File: config.mk
export PLATFORM = sky130hd
export DESIGN_NAME = filt_sample_seq
export DESIGN_NICKNAME = d
export VERILOG_FILES = /design/src/rtl/filt_pkg.sv /design/src/rtl/filt_tick_gen.sv /design/src/rtl/filt_sample_seq.sv
export SDC_FILE = /design/constraint.sdc
export NUM_CORES = 1
export LEC_CHECK = 0
export CAP_MARGIN = 20
export CORE_ASPECT_RATIO = 1.5
export CORE_UTILIZATION = 30
export CTS_CLUSTER_DIAMETER = 120
export DETAILED_ROUTE_END_ITERATION = 12
export GPL_TIMING_DRIVEN = 0
export PLACE_DENSITY = 0.64
export SYNTH_ARGS = -nofsm -noshare
export SYNTH_HDL_FRONTEND = slang
export SYNTH_SLANG_ARGS = --single-unit
File: constraint.sdc
create_clock -name clk -period 1.8 [get_ports clk]
set_input_delay 0.36 -clock clk [delete_from_list [all_inputs] [get_ports clk]]
set_output_delay 0.36 -clock clk [all_outputs]
set_load 0.01 [all_outputs]
File: src/rtl/filt_pkg.sv
// rtl/filt_pkg.sv - shared types and constants for the diffEq sample sequencer
package filt_pkg;

  typedef enum logic [2:0] {IDLE, ACQ, SETTLE, CAPT, OUT} state_e;

  // Filter-type select shared with diffEq
  localparam logic FILT_LPF = 1'b0;
  localparam logic FILT_HPF = 1'b1;

  function automatic int calc_div(input int clk_hz, input int fs_hz);
    return clk_hz / fs_hz;
  endfunction

  function automatic logic [31:0] midscale(input int n);
    return 32'd1 << (n - 1);
  endfunction

endpackage

File: src/rtl/filt_tick_gen.sv
// rtl/filt_tick_gen.sv - fs divider, one-cycle registered tick every CLK_HZ/FS_HZ clocks
module filt_tick_gen
  import filt_pkg::*;
#(
  parameter int CLK_HZ = 50_000_000,
  parameter int FS_HZ  = 48_000
) (
  input  logic clk_i,
  input  logic reset_ni,
  output logic tick_o
);

  localparam int DIV = calc_div(CLK_HZ, FS_HZ);
  localparam int CW  = (DIV > 1) ? $clog2(DIV) : 1;

  logic [CW-1:0] cnt_q;
  logic          tick_q;

  always_ff @(posedge clk_i or negedge reset_ni) begin
    if (!reset_ni) begin
      cnt_q  <= '0;
      tick_q <= 1'b0;
    end else if (cnt_q == CW'(DIV - 1)) begin
      cnt_q  <= '0;
      tick_q <= 1'b1;
    end else begin
      cnt_q  <= cnt_q + CW'(1);
      tick_q <= 1'b0;
    end
  end

  assign tick_o = tick_q;

endmodule

File: src/rtl/filt_sample_seq.sv
// rtl/filt_sample_seq.sv - sample sequencer and history holder around the diffEq filter
// Define FILT_OVERRUN_CNT_EN to build the saturating dropped-tick counter.
module filt_sample_seq
  import filt_pkg::*;
#(
  parameter int N          = 10,
  parameter int CLK_HZ     = 50_000_000,
  parameter int FS_HZ      = 48_000,
  parameter int SETTLE_CYC = 2
) (
  input  logic           clk,
  input  logic           reset_n,
  input  logic [N-1:0]   adc_data,
  input  logic           adc_valid,
  output logic           adc_ready,
  input  logic           flush,
  output logic [2*N-1:0] deq_x,
  output logic [N-1:0]   deq_y,
  output logic [16:0]    deq_fs,
  input  logic [N-1:0]   deq_out,
  output logic [N-1:0]   dout,
  output logic           dout_valid,
  input  logic           dout_ready,
  output logic           sample_tick,
  output logic [7:0]     overrun_cnt
);

  localparam logic [31:0] MID_W = midscale(N);
  localparam logic [N-1:0] MID  = MID_W[N-1:0];
  localparam int SW = (SETTLE_CYC > 1) ? $clog2(SETTLE_CYC) : 1;

  state_e        state_q;
  logic [N-1:0]  x_cur_q, x_prev_q, y_prev_q, dout_q;
  logic          dout_valid_q, adc_ready_q, flush_pend_q;
  logic [SW-1:0] settle_q;
  logic          tick;

  filt_tick_gen #(
    .CLK_HZ(CLK_HZ),
    .FS_HZ (FS_HZ)
  ) u_tick (
    .clk_i   (clk),
    .reset_ni(reset_n),
    .tick_o  (tick)
  );

  always_ff @(posedge clk or negedge reset_n) begin
    if (!reset_n) begin
      state_q      <= IDLE;
      x_cur_q      <= MID;
      x_prev_q     <= MID;
      y_prev_q     <= MID;
      dout_q       <= MID;
      dout_valid_q <= 1'b0;
      adc_ready_q  <= 1'b0;
      flush_pend_q <= 1'b0;
      settle_q     <= '0;
    end else begin
      if (flush) flush_pend_q <= 1'b1;
      case (state_q)
        IDLE: begin
          // Flush lands before a same-cycle tick so ACQ starts from midscale history
          if (flush_pend_q || flush) begin
            x_cur_q      <= MID;
            x_prev_q     <= MID;
            y_prev_q     <= MID;
            flush_pend_q <= 1'b0;
          end
          if (tick) begin
            state_q     <= ACQ;
            adc_ready_q <= 1'b1;
          end
        end
        ACQ: begin
          if (adc_valid) begin
            x_prev_q    <= x_cur_q;
            x_cur_q     <= adc_data;
            adc_ready_q <= 1'b0;
            settle_q    <= SW'(SETTLE_CYC - 1);
            state_q     <= (SETTLE_CYC > 1) ? SETTLE : CAPT;
          end
        end
        SETTLE: begin
          // CAPT itself is the last settle cycle, so leave as the count reaches 0
          settle_q <= settle_q - SW'(1);
          if (settle_q <= SW'(1)) state_q <= CAPT;
        end
        CAPT: begin
          y_prev_q     <= deq_out;
          dout_q       <= deq_out;
          dout_valid_q <= 1'b1;
          state_q      <= OUT;
        end
        OUT: begin
          if (dout_ready) begin
            dout_valid_q <= 1'b0;
            state_q      <= IDLE;
          end
        end
        default: state_q <= IDLE;
      endcase
    end
  end

`ifdef FILT_OVERRUN_CNT_EN
  logic [7:0] ovr_q;

  always_ff @(posedge clk or negedge reset_n) begin
    if (!reset_n) begin
      ovr_q <= 8'd0;
    end else if (tick && (state_q != IDLE) && (ovr_q != 8'hFF)) begin
      ovr_q <= ovr_q + 8'd1;
    end
  end

  assign overrun_cnt = ovr_q;
`else
  assign overrun_cnt = 8'd0;
`endif

  assign deq_x       = {x_cur_q, x_prev_q};
  assign deq_y       = y_prev_q;
  assign deq_fs      = 17'(FS_HZ);
  assign dout        = dout_q;
  assign dout_valid  = dout_valid_q;
  assign adc_ready   = adc_ready_q;
  assign sample_tick = tick;

endmodule

=== Yosys cells after proc, flatten, opt, wreduce, memory -nomap -nowiden ===
Index checks and enable logic that the tools add are counted.

* $add $sub $neg: 2
* $lt $le $gt $ge: 1
* Equal/unequal tests: 10
* Muxes and demuxes: 23
* Reduce and logical (&&, ||, !) cells: 12

{| class="wikitable"
|+ Operators by type and width
! kind !! number
|-
| case mux 10 bit (2 select lines) || 3
|-
| 2-to-1 mux 10 bit || 3
|-
| case mux 3 bit (5 select lines) || 1
|-
| 2-to-1 mux 3 bit || 4
|-
| adder 11 x 1 -> 11 bit (second input constant) || 1
|-
| equality test 11 bit (second input constant) || 1
|-
| 2-to-1 mux 11 bit || 1
|-
| 2-to-1 mux 1 bit || 8
|-
| != test 2 bit (second input constant) || 4
|-
| nonzero test 2 bit || 4
|-
| equality test 3 x 2 -> 1 bit (second input constant) || 2
|-
| case mux 1 bit (2 select lines) || 3
|-
| AND reduction 2 bit || 3
|-
| AND reduction 3 bit || 2
|-
| AND reduction 4 bit || 1
|-
| equality test 3 x 1 -> 1 bit (second input constant) || 1
|-
| equality test 3 bit (second input constant) || 1
|-
| logical NOT 3 bit || 1
|-
| != test 2 x 1 -> 1 bit (second input constant) || 1
|-
| less-or-equal comparator 1 bit (second input constant) || 1
|-
| logical OR 1 bit || 1
|-
| subtractor 1 bit (second input constant) || 1
|}

* Flip-flop bits (word level): 59
* Input bits: 25
* Output and inout bits: 68
* Word-level logic and storage cells: 59

=== Logic depth before layout (Yosys ltp) ===
Gate-level depths: netlist of the first run.

* Word-level depth: 3
* Gate-level depth with buffers: 6
* Depth with buffers taken out: 5

=== By module ===
A second synthesis of the first run with hierarchy kept.

* Cells, all modules: 281
* Area total of the unflattened synthesis: 2732.6 um^2

{| class="wikitable"
|+ Modules (own cells, without submodules)
! module !! instances !! cells an instance !! area each (um^2) !! sequential area each (um^2)
|-
| filt_sample_seq || 1 || 232 || 2184.6 || 1156.1
|-
| filt_tick_gen || 1 || 49 || 548.0 || 300.3
|}

=== Least setup slack after synthesis of the first run ===
No wires, ideal clock.

* Path type: register -> register
* Start point: register u_tick.cnt_q[0]
* End point: register u_tick.cnt_q[10]
* Setup time: 133 ps
* Arrival: 1361 ps
* Data required time: 1667 ps
* Setup slack: 306 ps
* Stages on the path, launching flop included: 6
* Buffers on the path: 0
* Clock period less this slack: 1494 ps
* Cell sequence: dfrtp_1 -> inv_1 -> ha_1 -> or4b_1 -> nor4_4 -> nor2_1

* Cells in the longest elaborated chain, start to end: 2
* Elaborated cells on any way between the ends: 3
* Those cells by class: add/sub (1); eq/ne (1); mux (1)

{| class="wikitable"
|+ Ends and longest elaborated chain
! element !! RTL line !! text
|-
| start, declared || filt_tick_gen.sv:16 || <nowiki>logic [CW-1:0] cnt_q;</nowiki>
|-
| start signal, assigned || filt_tick_gen.sv:27 || <nowiki>cnt_q <= cnt_q + CW'(1);</nowiki>
|-
| adder 11 x 1 -> 11 bit / equality test 11 bit (equally long branches) || filt_tick_gen.sv:27, filt_tick_gen.sv:23 ||
|-
| 2-to-1 mux 11 bit * || filt_tick_gen.sv:23 || <nowiki>end else if (cnt_q == CW'(DIV - 1)) begin</nowiki>
|}

Every way passes the cells marked *; elsewhere a longest branch is shown, timed or not.
A chain may end at the register's enable or synchronous reset.

=== Final worst setup path of the first run ===
* Start point: register dout_q[9], in the netlist dout[9]
* End point: output dout[9]

{| class="wikitable"
|+ RTL lines
! element !! RTL line !! text
|-
| start, declared || filt_sample_seq.sv:33 || <nowiki>logic [N-1:0] x_cur_q, x_prev_q, y_prev_q, dout_q;</nowiki>
|-
| start signal, assigned || filt_sample_seq.sv:90 || <nowiki>dout_q <= deq_out;</nowiki>
|-
| end, declared || filt_sample_seq.sv:21 || <nowiki>output logic [N-1:0] dout,</nowiki>
|}

No word-level cell between the ends.

==> out/metrics.yaml, run 1 <==
layout:
  antenna_cells: 0
  most-common-layout-cells: "clkdlybuf4s50_1 (65), dfrtp_1 (54), nand2_1 (44), buf_4 (26), conb_1 (25)"
  drive_gt1_frac: 0.195
  fin_nets: 370
  layout_commonest_cell: "clkdlybuf4s50_1"
  nFillCells: 767
  syn2layout_area_growth_pct: 47.4
global_route:
  grt_pass1_vias: 1900
  grt_antenna_before_repair: 0
  grt_max_degree: 35
  grt_pass1_wl_mm: 9.27
  grt_usage: 0.138
  overflow: 0
cts:
  h-tree-depth: 3
  cts_buffers: 9
  cts.sinks: 58
  clock_latency_ns: 0.32
  cts.clk_slew.worst_paths_ns: 0.05
  cts_tree: "built"
  clock_path_buffers: 2
  root_buffer: "clkbuf_16"
  cts_hold_buf: 0
detailed_routing:
  num_vias: 1913
  post_drt_wl_per_cell_um: 12.3
  drc: 0
  vias_per_cell: 4.22
  first_pass_iters: 4
  ant_nets: 0
  wl_mm: 5.59
  first_iter_violations: 92
worst_hold_path:
  hold_path_class: "primary input to asynchronous set/reset pin"
sta:
  relSlewSlack: 0.614
  setup_tns_ns: 0
  hold_viol_final: 0
  max_slew.worst_pin.slew_ns: 0.579
  rsz0062_at_grt: "false"
  slew_viol_final: 0
  holdWs_ns: 0.0374
  finalClockSkew_ns: 0.00550
  fmax_mhz: 576
  setup_viol: 0
  fin_ws_ns: 0.0647
  period_share: 0.964
  period_minus_slack_ns: 1.74
worst_setup_path:
  crit_buf_inv: 1
  r2r-start: "u_tick.cnt_q[0]"
  critPathMaxStageDelay_ns: 0.53
  reg2reg_to: "u_tick.cnt_q[1]"
  crit_path_max_fanout: 2
  ff2ff_setup_slack_ns: 0.12
  cp_top_family: "buffers and inverters"
  path_class: "flop to primary output"
  start_kind: "flop"
  cp_slowest_cell: "clkdlybuf4s50_1"
  worst_ep_required_time_ns: 1.44
  path_cells: "clkdlybuf4s50_1"
  r2r_cells: 6
  worstPathArrival_ns: 1.38
  endpoint_kind: "primary output"
synth:
  seq_area_frac_synth: 0.568
  synthCells: 240
  yosysWarnings: 0
  synthDistinctLibCells: 34
  ys_ff_latch: 58
  syn_area_per_cell_um2: 10.7
  syn_area_um2: 2560
floorplan:
  initial_core_util: 0.314
  die_y_um: 115
  die_w_um: 77.5
  rows: 40
  dieArea_um2: 8920
  io_pins: 93
  core_area_um2: 8160
place:
  dpl_worst_slack_ns: -0.00195
  gp_congestion: 0.710
  hpwlAfterDp_mm: 4.07
  portBuffers: 67
power:
  vdd_drop_max_uv: 647
  p_per_area_nw_per_um2: 1460
  cellLeakagePower_uw: 0.00180
run:
  maxCapViolations: 0
status:
  run_status: "completed"
[synth_stat cells (all sizes together)]
cell type / number / area, um2
dfstp: 4 / 105
o21ai: 2 / 10.0
nand2b: 2 / 12.5
mux2: 10 / 113
o32a: 1 / 10.0
nor2b: 1 / 6.26
nand3: 23 / 115
clkbuf: 2 / 7.51
a21o: 1 / 7.51
xnor2: 6 / 52.6
a31o: 1 / 8.76
o311ai: 1 / 8.76
buf: 34 / 233
xor2: 3 / 26.3
and4: 2 / 17.5
o311a: 1 / 10.0
dfrtp: 54 / 1350
a22o: 9 / 78.8
or4b: 1 / 10.0
a31oi: 1 / 6.26
o22a: 1 / 8.76
nand4: 1 / 6.26
nand2: 44 / 165
nor2: 14 / 60.1
nor4: 2 / 27.5
a21oi: 6 / 30.0
inv: 7 / 26.3
nand4bb: 1 / 11.3
conb: 2 / 7.51
nor3: 1 / 5.00
ha: 2 / 25.0
[what timing repair did]
action	in CTS	in global routing
setup endpoints to repair	0	2
buffers inserted	0	1
gates resized for setup	0	1
[cells by family after synthesis]
kind of cell             after synthesis  synth area share
AO/OA/AOI/OAI                         24            0.0698
buffers and inverters                 43             0.104
adder cells (fa/ha/maj)                2           0.00976
other                                  2           0.00293
multiplexers                          10            0.0439
AND/OR/NAND/NOR                       92             0.170
XOR/XNOR                               9            0.0308
flip-flops                            58             0.568
[stage by stage]
stage | std cells | power [uW] | util | instance area, um2
floorplan | 263 | 2870 | - | 2650
global placement | 435 | 3830 | 0.423 | 3450
detailed placement | 436 | 3860 | 0.425 | 3470
CTS | 452 | 5600 | 0.462 | 3770
global route | 453 | 5860 | 0.463 | 3780
finish | 453 | 5510 | 0.463 | 3780
[sequential cells by signal, indices dropped and copies added (netlist names)]
| signal | count |
|---|---|
| deq_y | 10 |
| state_q | 3 |
| adc_ready | 1 |
| x_cur_q | 10 |
| flush_pend_q | 1 |
| dout | 10 |
| dout_valid | 1 |
| u_tick.cnt_q | 11 |
| x_prev_q | 10 |
| u_tick.tick_o | 1 |
[cell type report]
type | instances | area, um2 | area share
buffer | 36 | 240 | 0.0636
clock buffer | 13 | 260 | 0.0689
clock inverter | 3 | 40.0 | 0.0106
inverter | 7 | 26.3 | 0.00696
multi-input combinational | 162 | 926 | 0.245
sequential | 58 | 1460 | 0.386
tap | 105 | 131 | 0.0348
timing repair buffer | 69 | 696 | 0.184
[worst max path at each step]
stage | cells after the start | from | slack (ns) | to
final | 1 | dout[9] | 0.06 | dout[9]
after global routing | 5 | state_q[1] | 0.007 | dout[2]
after floorplan | 5 | u_tick.cnt_q[0] | 0.31 | u_tick.cnt_q[10]
after detailed placement | 5 | flush | -0.002 | x_cur_q[7]
after CTS | 1 | deq_y[9] | 0.007 | deq_y[9]
after global placement | 1 | reset_n | -1.47 | dout[2]
[layer usage]
layer  GRT usage  wire length [um]  vias to the layer above
li1            -                 -                      954
met1       0.152              2220                      879
met2       0.235              2870                       67
met3      0.0397               339                       13
met4      0.0830               150                        0
met5           0                 0                        -
[where the power goes]
group	switching, uW	internal, uW
sequential	220	1680
combinational	916	983
clock	563	1140
(Power assumes the default switching activity.)
==> run 2: changes to the inputs <==
- CTS_CLUSTER_DIAMETER: 120 -> default
==> results of run 2 <==
Same layout as run 1: the final DEF is identical, and so are final timing and power.
